`config.mk`:
```
export PLATFORM = sky130hd
export DESIGN_NAME = rom_read_arbiter
export DESIGN_NICKNAME = d
export VERILOG_FILES = /design/src/rtl/rom_read_arbiter_pkg.sv /design/src/rtl/rom_read_arbiter_rr.sv /design/src/rtl/rom_read_arbiter.sv
export SDC_FILE = /design/constraint.sdc
export NUM_CORES = 1
export LEC_CHECK = 0
export BUFFER_PORTS_ARGS = -buffer_cell sky130_fd_sc_hd__buf_2
export CAP_MARGIN = 20
export CORE_ASPECT_RATIO = 0.75
export CORE_MARGIN = 3
export CORE_UTILIZATION = 43
export DETAILED_ROUTE_END_ITERATION = 16
export PLACE_DENSITY_LB_ADDON = 0.12
export SYNTH_ARGS = -nofsm -noshare
export SYNTH_HDL_FRONTEND = slang
export SYNTH_SLANG_ARGS = --single-unit
```
`constraint.sdc`:
```
create_clock -name clk -period 1.7 [get_ports clk]
set_input_delay 0.255 -clock clk [delete_from_list [all_inputs] [get_ports clk]]
set_output_delay 0.255 -clock clk [all_outputs]
set_load 0.005 [all_outputs]
```
`src/rtl/rom_read_arbiter_pkg.sv`:
```
// Shared types for the two-port ROM read arbiter.
// Holds controller states, port-id width and the issue tag layout.
package rom_read_arbiter_pkg;

    typedef enum logic {
        IDLE  = 1'b0,
        BURST = 1'b1
    } state_t;

    localparam int PORT_ID_W = 1;

    typedef logic [PORT_ID_W-1:0] port_id_t;

    typedef struct packed {
        port_id_t owner;
        logic     last;
    } tag_t;

endpackage

```
`src/rtl/rom_read_arbiter_rr.sv`:
```
// Two-input round-robin grant with a registered priority pointer.
// The pointer moves to the other port whenever a grant is taken.
module rr_arbiter_2
    import rom_read_arbiter_pkg::*;
(
    input  logic clk,
    input  logic reset,
    input  logic enable,
    input  logic valid0,
    input  logic valid1,
    output logic grant0,
    output logic grant1
);

    port_id_t pointer;

    always_comb begin
        grant0 = 1'b0;
        grant1 = 1'b0;
        if (enable) begin
            unique case (1'b1)
                (valid0 && !valid1): grant0 = 1'b1;
                (!valid0 && valid1): grant1 = 1'b1;
                (valid0 && valid1): begin
                    grant0 = (pointer == 1'b0);
                    grant1 = (pointer == 1'b1);
                end
                default: ;
            endcase
        end
    end

    always_ff @(posedge clk) begin
        if (reset) begin
            pointer <= '0;
        end else if (grant0) begin
            pointer <= 1'b1;
        end else if (grant1) begin
            pointer <= 1'b0;
        end
    end

endmodule

```
`src/rtl/rom_read_arbiter.sv`:
```
// Round-robin burst read arbiter in front of the shared 128x16 ROM.
// Issues one address per cycle and routes tagged data back per port.
module rom_read_arbiter
    import rom_read_arbiter_pkg::*;
#(
    parameter int ADDRESS_WIDTH = 7,
    parameter int DATA_WIDTH    = 16
) (
    input  logic                     clk,
    input  logic                     reset,
    input  logic                     req0_valid,
    input  logic [ADDRESS_WIDTH-1:0] req0_addr,
    input  logic [ADDRESS_WIDTH-1:0] req0_len,
    output logic                     req0_ready,
    input  logic                     req1_valid,
    input  logic [ADDRESS_WIDTH-1:0] req1_addr,
    input  logic [ADDRESS_WIDTH-1:0] req1_len,
    output logic                     req1_ready,
    output logic                     rsp0_valid,
    output logic [DATA_WIDTH-1:0]    rsp0_data,
    output logic                     rsp0_last,
    output logic                     rsp1_valid,
    output logic [DATA_WIDTH-1:0]    rsp1_data,
    output logic                     rsp1_last,
    output logic [ADDRESS_WIDTH-1:0] rom_address,
    output logic                     rom_cen,
    output logic                     rom_ren,
    input  logic [DATA_WIDTH-1:0]    rom_data
);

    state_t                   state_q, state_d;
    logic [ADDRESS_WIDTH-1:0] cnt_q, cnt_d;
    logic [ADDRESS_WIDTH-1:0] addr_d;
    logic                     cen_q, cen_d;
    port_id_t                 owner_q, owner_d;
    logic                     last_d;
    tag_t                     tag_q;

    logic                     grant0, grant1;
    logic                     accept;
    logic [ADDRESS_WIDTH-1:0] sel_addr, sel_len;

    rr_arbiter_2 u_rr (
        .clk    (clk),
        .reset  (reset),
        .enable ((state_q == IDLE) && !reset),
        .valid0 (req0_valid),
        .valid1 (req1_valid),
        .grant0 (grant0),
        .grant1 (grant1)
    );

    assign req0_ready = grant0;
    assign req1_ready = grant1;
    assign accept     = grant0 || grant1;
    assign sel_addr   = grant1 ? req1_addr : req0_addr;
    assign sel_len    = grant1 ? req1_len  : req0_len;

    assign rom_cen = cen_q;
    assign rom_ren = cen_q;

    always_comb begin
        state_d = state_q;
        addr_d  = rom_address;
        cnt_d   = cnt_q;
        owner_d = owner_q;
        cen_d   = 1'b0;
        last_d  = 1'b0;
        unique case (state_q)
            IDLE: begin
                if (accept) begin
                    addr_d  = sel_addr;
                    cnt_d   = sel_len;
                    owner_d = grant1;
                    cen_d   = 1'b1;
                    last_d  = (sel_len == '0);
                    state_d = (sel_len == '0) ? IDLE : BURST;
                end
            end
            BURST: begin
                addr_d = rom_address + 1'b1;
                cnt_d  = cnt_q - 1'b1;
                cen_d  = 1'b1;
                if (cnt_q == ADDRESS_WIDTH'(1)) begin
                    last_d  = 1'b1;
                    state_d = IDLE;
                end
            end
            default: state_d = IDLE;
        endcase
    end

    // The tag travels with the address so overlapping bursts stay apart.
    always_ff @(posedge clk) begin
        if (reset) begin
            state_q     <= IDLE;
            rom_address <= '0;
            cnt_q       <= '0;
            cen_q       <= 1'b0;
            owner_q     <= '0;
            tag_q       <= '0;
        end else begin
            state_q     <= state_d;
            rom_address <= addr_d;
            cnt_q       <= cnt_d;
            cen_q       <= cen_d;
            owner_q     <= owner_d;
            tag_q       <= '{owner: owner_d, last: last_d};
        end
    end

    always_ff @(posedge clk) begin
        if (reset) begin
            rsp0_valid <= 1'b0;
            rsp0_last  <= 1'b0;
            rsp0_data  <= '0;
            rsp1_valid <= 1'b0;
            rsp1_last  <= 1'b0;
            rsp1_data  <= '0;
        end else begin
            rsp0_valid <= cen_q && (tag_q.owner == 1'b0);
            rsp0_last  <= cen_q && (tag_q.owner == 1'b0) && tag_q.last;
            rsp1_valid <= cen_q && (tag_q.owner == 1'b1);
            rsp1_last  <= cen_q && (tag_q.owner == 1'b1) && tag_q.last;
            if (cen_q && (tag_q.owner == 1'b0)) begin
                rsp0_data <= rom_data;
            end
            if (cen_q && (tag_q.owner == 1'b1)) begin
                rsp1_data <= rom_data;
            end
        end
    end

endmodule

```
==> flow_summary.yaml <==
run_status:
  status: "finished, final reports clean"
drt:
  wl_per_cell_um: 13.4
  dr.pass1.iters: 4
  drt-total-wl_mm: 6.22
  drtIter0Drc: 115
  ant_nets: 0
  num_vias: 2423
  met3WireLength_um: 502
  wl_met2_mm: 2.82
  met1_length_mm: 2.87
  top_layer: "met4"
  via_per_inst: 5.23
  drc: 0
logic_synthesis:
  yosys-top-cells-count: "79 x nand2_1, 55 x dfxtp_1, 40 x a21oi_1, 18 x nor2_1, 11 x clkbuf_1"
  netlist_area_mm2: 0.00235
  synth_seq_area_share_pct: 46.9
  syn_inst: 296
  ys.flop_type: "dfxtp_1"
  synth_enable_flop_cells: 0
  ys.warnings.count: 0
  yosysTopAreaCellShare_pct: 46.9
  yosysUniqueCellTypes: 42
  yosysMostFrequentCell: "nand2_1"
  ys_ff_latch: 55
  syn_nets: 347
  yosysTopAreaCell: "dfxtp_1"
  synth_area_leaders: "dfxtp_1 47%, nand2_1 13%, a21oi_1 8.5%"
  async_flop_share_pct: 0
  syn_avg_cell_area_um2: 7.93
cts:
  cts_sinks: 55
  cts_made_buffers: 5
  h-tree-depth: 2
  cts_hold_buf: 0
  path_clk_slew_ps: 100
  cts_tree: "built"
  clk_latency_ps: 300
  root_buffer: "clkbuf_8"
  cts.path.max_buffers: 2
power_and_ir_drop:
  p_per_area_mw_per_mm2: 999
  sw_frac_of_total_pct: 30.0
  leakagePower_nw: 1.40
  clock_power_share_pct: 25.9
  p_sw_mw: 0.905
  power_frac_seq_pct: 50.3
  internal_power_mw: 2.11
  power_frac_comb_pct: 23.8
  ir_drop_uv: 582
worst_setup_path:
  cp-start-kind: "register"
  startpoint: "u_rr.pointer"
  end_kind: "output port"
  cp_max_fo: 14
  cp_data_arrival_time_ps: 1340
  worstReg2RegStart: "cnt_q[2]"
  crit_required_ps: 1440
  critPathKind: "register to output port"
cells_and_area:
  fin_nets: 441
  fin_util_pct: 59.4
  syn2layout_area_growth_pct: 28.7
  n_fill_cell: 486
  drive_gt1_share_pct: 30.9
  diodes: 0
  fin_area_mm2: 0.00302
  stdcell_count: 463
global_routing:
  grtUsageTotal_pct: 18.8
  grt_pass1_vias: 2140
  grt_max_degree: 33
  grt_pass1_wl_mm: 10.0
  grt_overflow: 0
  antenna_found_initial: 0
timing:
  hold_slack_ps: 197
  min_period_over_period_pct: 93.5
  period_needed_ps: 1590
  fin_setup_tns_ps: 0
  slew_violations: 0
  skew_ps: 6.31
  finalHoldViolations: 0
  rsz0062_at_grt: "no"
  slew_headroom_pct: 62.5
  tightest_slew_ps: 560
  setup_violations: 0
  fmax_mhz: 629
min_path:
  worstHoldStart: "rom_data[5]"
  hold_path_class: "input port to register"
floorplan:
  rows: 22
  die_y_um: 70
  dieWidth_um: 91.3
  io_pins: 95
  core_area_mm2: 0.00509
  die_area_mm2: 0.00639
  start_util_pct: 46.1
job:
  maxCapViolCount: 0
placement:
  place_congestion: 0.797
  place_area_mm2: 0.00292
  dp_hpwl_mm: 4.70
  dp.cells: 455
  io_buffers: 94
flip-flops by register name, summed over array words and instances, names as in the netlist, 2 cells and up:
name         count
rsp0_data       16
rsp1_data       16
cnt_q            7
rom_address      7
tag_q            2
kinds of logic after synthesis:
family | count (synthesis) | synth area share, %
AND/OR/NAND/NOR | 124 | 22.7
AO/OA/AOI/OAI | 76 | 19.6
flip-flops | 55 | 46.9
buffers and inverters | 27 | 4.69
multiplexers | 9 | 3.84
adder cells (fa/ha/maj) | 3 | 1.60
XOR/XNOR | 2 | 0.746
through the flow:
step / setup WS [ps] / total power, mW
finish: 110 / 3.02
global route: 23.7 / 3.19
CTS: 80.5 / 3.04
detailed placement: 203 / 2.26
global placement: 229 / 2.24
floorplan: 298 / 1.97
worst paths after layout:
check	slack, ps	endpoint	depth (start not counted)
worst max-delay path	110	req1_ready	5
worst min-delay path	200	rsp1_data[5]	3
worst max register to register	190	cnt_q[6]	3
worst min register to register	460	rsp0_data[14]	2
cell type report:
type                            count  area (um^2)  share of cell area, %
Multi-Input combinational cell    214         1140                   37.7
Sequential cell                    55         1100                   36.5
Timing Repair Buffer              105          553                   18.3
Clock buffer                        7         96.3                   3.19
Tap cell                           72         90.1                   2.98
Inverter                            9         33.8                   1.12
Clock inverter                      1         7.51                  0.248
cells in the final DEF (no fill, tap or decap), types with 2 or more instances in the layout:
cell type | Yosys | routed
a21oi_1 | 40 | 40
a31oi_1 | 8 | 8
and2_1 | 3 | 3
and3_1 | 2 | 2
buf_2 | 4 | 94
buf_4 | 1 | 11
clkbuf_8 | 0 | 7
dfxtp_1 | 55 | 54
ha_1 | 3 | 3
inv_1 | 5 | 5
inv_2 | 4 | 4
mux2i_1 | 9 | 9
nand2_1 | 79 | 79
nand2b_1 | 2 | 2
nand3_1 | 5 | 5
nor2_1 | 18 | 17
nor3_1 | 4 | 4
nor4_1 | 3 | 3
o21a_1 | 2 | 2
o21ai_1 | 4 | 4
o22a_1 | 3 | 3
o22ai_1 | 6 | 6
o31ai_1 | 2 | 2
or3_1 | 2 | 2
or4_1 | 3 | 3
critical path: stages, from the launching register on:
cell and delay (ps):
dfxtp_1 330, nand2b_1 160, nand3_1 90, buf_4 220
inv_2 90, buf_2 130
power by group through the flow:
| stage | logic (mW) | clock network (mW) | registers [mW] |
|---|---|---|---|
| after floorplan | 0.444 | 0 | 1.53 |
| after global placement | 0.702 | 0 | 1.54 |
| after detailed placement | 0.716 | 0 | 1.55 |
| after CTS | 0.719 | 0.806 | 1.52 |
| after global routing | 0.795 | 0.856 | 1.54 |
| final | 0.718 | 0.782 | 1.52 |
what timing repair did:
| item | in CTS | in global routing |
|---|---|---|
| resized for setup | 0 | 2 |
| buffers inserted | 0 | 0 |
| endpoints found under the hold margin | 0 | 0 |
| setup endpoints to repair | 0 | 1 |
layer usage:
metal	global-route usage, %	vias up
met4	4.35	0
met2	29.0	95
met1	26.4	1116
met3	4.84	4
met5	0	-
li1	-	1208
(Power assumes the default switching activity.)
